[src/rtl/snake_pkg.sv]
// Shared screen geometry, colour constants and scheduler state encoding
// for the snake game video path.
package snake_pkg;

   localparam int SCREEN_W = 160;
   localparam int SCREEN_H = 120;

   localparam logic [2:0] COL_BLACK = 3'b000;
   localparam logic [2:0] COL_RED   = 3'b100;
   localparam logic [2:0] COL_WHITE = 3'b111;

   typedef enum logic {
      ST_SERVE = 1'b0,
      ST_CLEAR = 1'b1
   } state_t;

endpackage

[src/rtl/rr_arbiter.sv]
// Combinational round-robin arbiter: first valid requester at or after rr_ptr
// (modulo NUM_REQ) wins; one-hot grant plus its index.
module rr_arbiter #(
   parameter int NUM_REQ = 2,
   parameter int IDX_W   = (NUM_REQ > 1) ? $clog2(NUM_REQ) : 1
) (
   input  logic [NUM_REQ-1:0] req_valid,
   input  logic [IDX_W-1:0]   rr_ptr,
   output logic [NUM_REQ-1:0] grant,
   output logic [IDX_W-1:0]   grant_idx
);

   logic             found;
   logic [IDX_W-1:0] idx;

   always_comb begin
      grant     = '0;
      grant_idx = '0;
      found     = 1'b0;
      idx       = '0;
      for (int k = 0; k < NUM_REQ; k++) begin
         idx = IDX_W'((int'(rr_ptr) + k) % NUM_REQ);
         if (!found && req_valid[idx]) begin
            found      = 1'b1;
            grant[idx] = 1'b1;
            grant_idx  = idx;
         end
      end
   end

endmodule

[src/rtl/plot_scheduler.sv]
// Shares the VGA adapter write port between pixel requesters and sweeps the
// whole screen with CLEAR_COLOUR on request.
//
//   state    | meaning
//   ---------+-----------------------------------------------------------
//   ST_SERVE | round-robin arbitration of requesters into the VGA port
//   ST_CLEAR | one clear pixel per cycle, raster order, requesters stalled
module plot_scheduler
   import snake_pkg::*;
#(
   parameter int         NUM_REQ      = 2,
   parameter int         X_MAX        = SCREEN_W,
   parameter int         Y_MAX        = SCREEN_H,
   parameter logic [2:0] CLEAR_COLOUR = COL_BLACK
) (
   input  logic                   clk,
   input  logic                   reset,
   input  logic                   clear_start,
   output logic                   clear_busy,
   output logic                   clear_done,
   input  logic [NUM_REQ-1:0]     req_valid,
   input  logic [8*NUM_REQ-1:0]   req_x,
   input  logic [7*NUM_REQ-1:0]   req_y,
   input  logic [3*NUM_REQ-1:0]   req_colour,
   output logic [NUM_REQ-1:0]     req_ready,
   output logic [7:0]             vga_x,
   output logic [6:0]             vga_y,
   output logic [2:0]             vga_colour,
   output logic                   vga_plot
);

   localparam int         IDX_W    = (NUM_REQ > 1) ? $clog2(NUM_REQ) : 1;
   localparam logic [7:0] X_LIM    = 8'(X_MAX);
   localparam logic [6:0] Y_LIM    = 7'(Y_MAX);
   localparam logic [7:0] X_END    = 8'(X_MAX - 1);
   localparam logic [6:0] Y_END    = 7'(Y_MAX - 1);
   localparam logic [IDX_W-1:0] LAST_IDX = IDX_W'(NUM_REQ - 1);

   state_t             state;
   logic [IDX_W-1:0]   rr_ptr;
   logic [7:0]         cx;
   logic [6:0]         cy;

   logic [NUM_REQ-1:0] grant;
   logic [IDX_W-1:0]   grant_idx;
   logic [7:0]         gx;
   logic [6:0]         gy;
   logic [2:0]         gc;
   logic               xfer;
   logic               in_range;

   rr_arbiter #(
      .NUM_REQ (NUM_REQ),
      .IDX_W   (IDX_W)
   ) u_arb (
      .req_valid (req_valid),
      .rr_ptr    (rr_ptr),
      .grant     (grant),
      .grant_idx (grant_idx)
   );

   // clear_start wins over pending requests in the same cycle
   assign req_ready = (state == ST_SERVE && !clear_start && !reset) ? grant : '0;
   assign xfer      = |req_ready;

   always_comb begin
      gx = '0;
      gy = '0;
      gc = '0;
      for (int i = 0; i < NUM_REQ; i++) begin
         if (grant[i]) begin
            gx = req_x[8*i +: 8];
            gy = req_y[7*i +: 7];
            gc = req_colour[3*i +: 3];
         end
      end
   end

   assign in_range = (gx < X_LIM) && (gy < Y_LIM);

   always_ff @(posedge clk or posedge reset) begin
      if (reset) begin
         state      <= ST_SERVE;
         rr_ptr     <= '0;
         cx         <= '0;
         cy         <= '0;
         vga_x      <= '0;
         vga_y      <= '0;
         vga_colour <= '0;
         vga_plot   <= 1'b0;
         clear_busy <= 1'b0;
         clear_done <= 1'b0;
      end else begin
         vga_plot   <= 1'b0;
         clear_done <= 1'b0;
         case (state)
            ST_SERVE: begin
               if (clear_start) begin
                  state      <= ST_CLEAR;
                  cx         <= '0;
                  cy         <= '0;
                  clear_busy <= 1'b1;
               end else if (xfer) begin
                  rr_ptr <= (grant_idx == LAST_IDX) ? '0 : grant_idx + 1'b1;
                  // out-of-range pixels are consumed but never reach the adapter
                  if (in_range) begin
                     vga_x      <= gx;
                     vga_y      <= gy;
                     vga_colour <= gc;
                     vga_plot   <= 1'b1;
                  end
               end
            end
            ST_CLEAR: begin
               vga_x      <= cx;
               vga_y      <= cy;
               vga_colour <= CLEAR_COLOUR;
               vga_plot   <= 1'b1;
               if (cx == X_END) begin
                  cx <= '0;
                  if (cy == Y_END) begin
                     cy         <= '0;
                     state      <= ST_SERVE;
                     clear_busy <= 1'b0;
                     clear_done <= 1'b1;
                  end else begin
                     cy <= cy + 1'b1;
                  end
               end else begin
                  cx <= cx + 1'b1;
               end
            end
            default: state <= ST_SERVE;
         endcase
      end
   end

endmodule

[config.mk]
export PLATFORM = sky130hd
export DESIGN_NAME = plot_scheduler
export DESIGN_NICKNAME = d
export VERILOG_FILES = /design/src/rtl/snake_pkg.sv /design/src/rtl/rr_arbiter.sv /design/src/rtl/plot_scheduler.sv
export SDC_FILE = /design/constraint.sdc
export NUM_CORES = 1
export LEC_CHECK = 0
export ABC_AREA = 1
export ABC_CLOCK_PERIOD_IN_PS = 2100
export CAP_MARGIN = 20
export CELL_PAD_IN_SITES_DETAIL_PLACEMENT = 2
export CELL_PAD_IN_SITES_GLOBAL_PLACEMENT = 2
export CORE_ASPECT_RATIO = 0.75
export CORE_MARGIN = 5
export CORE_UTILIZATION = 24
export DETAILED_ROUTE_END_ITERATION = 12
export HOLD_SLACK_MARGIN = 0.08
export PLACE_DENSITY_LB_ADDON = 0.1
export SLEW_MARGIN = 25
export SYNTH_ARGS = -nofsm -noshare
export SYNTH_HDL_FRONTEND = slang
export SYNTH_HIERARCHICAL = 1
export SYNTH_SLANG_ARGS = --single-unit
[constraint.sdc]
create_clock -name clk -period 2.1 [get_ports clk]
set_clock_uncertainty 0.05 [all_clocks]
set_input_delay 0.42 -clock clk [delete_from_list [all_inputs] [get_ports clk]]
set_output_delay 0.42 -clock clk [all_outputs]
set_load 0.05 [all_outputs]
==> results by group <==
Finish
  • Filler cell count in the final layout: 1075
  • Layout overhead on the synthesized area: 49.36%
  • NumNets Final: 418
  • Layout cells sized above 1: 14.93%
  • Ant diodes: 0
  • Final Instance Area: 3343 sq um

Timing
  • Final-report hold violation count: 0
  • Setup violators final: 0
  • Fmax: 496.4 MHz
  • Final Critical Period: 2014 ps
  • Setup TNS: 0 ps
  • Tightest Pin Transition: 550.8 ps
  • RSZ-0062 raised after global routing: false
  • Slew Limit Fails: 0
  • Period utilization: 95.92%
  • Rel. slew slack: 63.17%

Die
  • Ports: 64
  • Vert. Die Dim: 93.64 um
  • Initial core utilization: 24.64%
  • Row cnt: 30
  • Core Area: 9084 sq um
  • Full die area: 11380 sq um
  • Chip width: 121.5 um

Drt
  • WL final: 8080 um
  • Via count: 2262
  • Detail Route Antenna Nets: 0
  • WL/cell: 16.06 um
  • Post-route DRC: 0
  • Drt first-iter violations: 81
  • DRT Pass-1 Iters: 4
  • Vias per cell: 4.497

Placement
  • Area after DPL: 3156 sq um
  • IO Port Bufs: 63
  • Global placer's final weighted congestion: 0.7669
  • HPWL after detailed placement: 6501 um

Worst setup path
  • Worst EP arrival: 1540 ps
  • CP startpoint kind: primary input
  • Peak fanout along the critical path: 3
  • Critical Path End Type: output port
  • CP startpoint: reset
  • Critical path class: in2out
  • Worst EP required: 1630 ps
  • RR Startpoint: rr_ptr$_DFFE_PP0P_

Yosys
  • Post-synth ARST share: 100.0%
  • Synth Flop Type: dfrtp_1
  • Post-Syn Nets: 337
  • Syn_area_per_cell: 7.614 sq um
  • Top cell type's share of synthesized area: 42.48%
  • Post-synthesis register bit count: 38
  • Cells after synthesis: 294
  • YS warnings: 6
  • Most frequent cells after synthesis: nand2_1, nand3_1, dfrtp_1
  • Area contributors post-synth: dfrtp_1, nand2_1, nand3_1
  • Most frequent cell after synthesis: nand2_1
  • EDFF count, synth: 0
  • Sequential-to-total area share from yosys stat: 42.48%
  • Post-synth top area cell: dfrtp_1
  • Library cells used by synthesis: 28
  • Synth Cell Area: 2238 sq um

Clock tree
  • H-tree depth: 2
  • CTS clock-pin slew for the worst setup and hold paths: 50 ps
  • Clk sinks: 38
  • Hold_buf cts: 0
  • CTS max path bufs: 2
  • Clock latency on the worst-skew pair: 280 ps
  • Num CTS Buffers: 5
  • CTS tree: yes
  • CTS root buffer: clkbuf_16

Global route
  • First-pass GRT wire length: 13380 um
  • Vias in the first global route: 2508
  • Total GRT Usage: 15.05%
  • Initial antenna violation count: 0
  • Global route overflow: 0
  • Pin count of the biggest net entering global routing: 39

Min path
  • Worst Hold Class: reg2reg
  • Worst hold start: vga_y[5]$_DFFE_PP0P_

Outcome
  • Outcome: complete, no violations

Power and ir drop
  • Pwr dens: 1155 nW/um^2
  • Peak VDD IR: 410.2 uV
  • Pleak: 1.551 nW

Flow run
  • Max-cap viol count: 0
## path summary, 6_finish.rpt
| check | to | slack (ps) | depth (start not counted) |
|---|---|---|---|
| setup / recovery | req_ready[0] | 90 | 5 |
| setup reg to reg | vga_x[0]$_DFFE_PP0P_ | 320 | 11 |
| hold reg to reg | vga_y[5]$_DFFE_PP0P_ | 460 | 2 |
| max in group asynchronous | cx[0]$_DFFE_PP0P_ | 970 | 3 |
| hold / removal | vga_y[5]$_DFFE_PP0P_ | 460 | 2 |
| min in group asynchronous | vga_x[4]$_DFFE_PP0P_ | 670 | 3 |
## cell type report
type	instances	area, sq um	area share (%)
Clock buffer	5	125.1	3.743
Clock inverter	2	10.01	0.2994
Inverter	30	118.9	3.555
Multi-Input combinational cell	214	1134	33.91
Sequential cell	38	950.9	28.44
Tap cell	128	160.2	4.790
Timing Repair Buffer	86	844.6	25.26
## cell usage in the layout (no fill, tap or decap), types with 5 or more instances in the layout
cell type	n
clkbuf_16	5
nand3_1	42
a21oi_1	17
xor2_1	6
a22oi_1	7
dfrtp_1	38
nand2_1	80
clkdlybuf4s50_1	59
buf_4	20
o21ai_0	12
o22ai_1	7
nor2_2	5
nor2_1	14
inv_1	26
## power by group
group	leakage, nW	switching [W]	internal (W)	total, W
Clock	0.0694	0.000290	0.000428	0.000719
Combinational	1.03	0.00117	0.000687	0.00186
Sequential	0.450	0.000255	0.00103	0.00129
Total	1.55	0.00171	0.00215	0.00386
## metal layers
metal | track usage, % | vias up | routed length (um)
met5 | 0 | - | 0
met4 | 3.358 | 0 | 65
met3 | 3.204 | 5 | 276
met2 | 22.90 | 34 | 3495
met1 | 21.82 | 1096 | 4242
li1 | - | 1127 | -
## per-stage QoR
stage,hold slack (ps),std cells,power (W),setup slack (ps),util [%]
after floorplan,340.4,294,0.002445,-114.3,-
after global placement,441.5,495,0.003117,-231.3,34.74
after detailed placement,453.1,495,0.003166,-287.1,34.74
after CTS,468.1,503,0.003928,9.706,36.53
after global routing,495.1,503,0.004144,21.46,36.80
final,462.2,503,0.003861,85.60,36.80
## cells by family (layout without fill, tap and decap cells)
family	count (synthesis)	in the layout	synth area share (%)
adder cells (fa/ha/maj)	2	2	1.118
XOR/XNOR	8	8	3.130
AO/OA/AOI/OAI	48	48	12.97
AND/OR/NAND/NOR	156	156	31.75
flip-flops	38	38	42.48
buffers and inverters	42	123	8.553
## flip-flops by register name (all words and copies together) (netlist names)
signal / count
vga_x: 8
rr_ptr: 1
state: 1
clear_done: 1
cy: 7
vga_plot: 1
vga_colour: 3
cx: 8
vga_y: 7
clear_busy: 1
## timing repair
| item | in CTS | in global routing |
|---|---|---|
| setup buffers | 1 | 0 |
| endpoints found under the setup margin | 2 | 20 |
| gates resized for setup | 6 | 5 |
## critical path, cell delays in order
cell and delay (ps):
clkdlybuf4s50_1 510, clkinvlp_4 150, nand2_1 240, nor2_2 60
buf_6 150
Note: power is estimated with default switching activity, not from simulation.
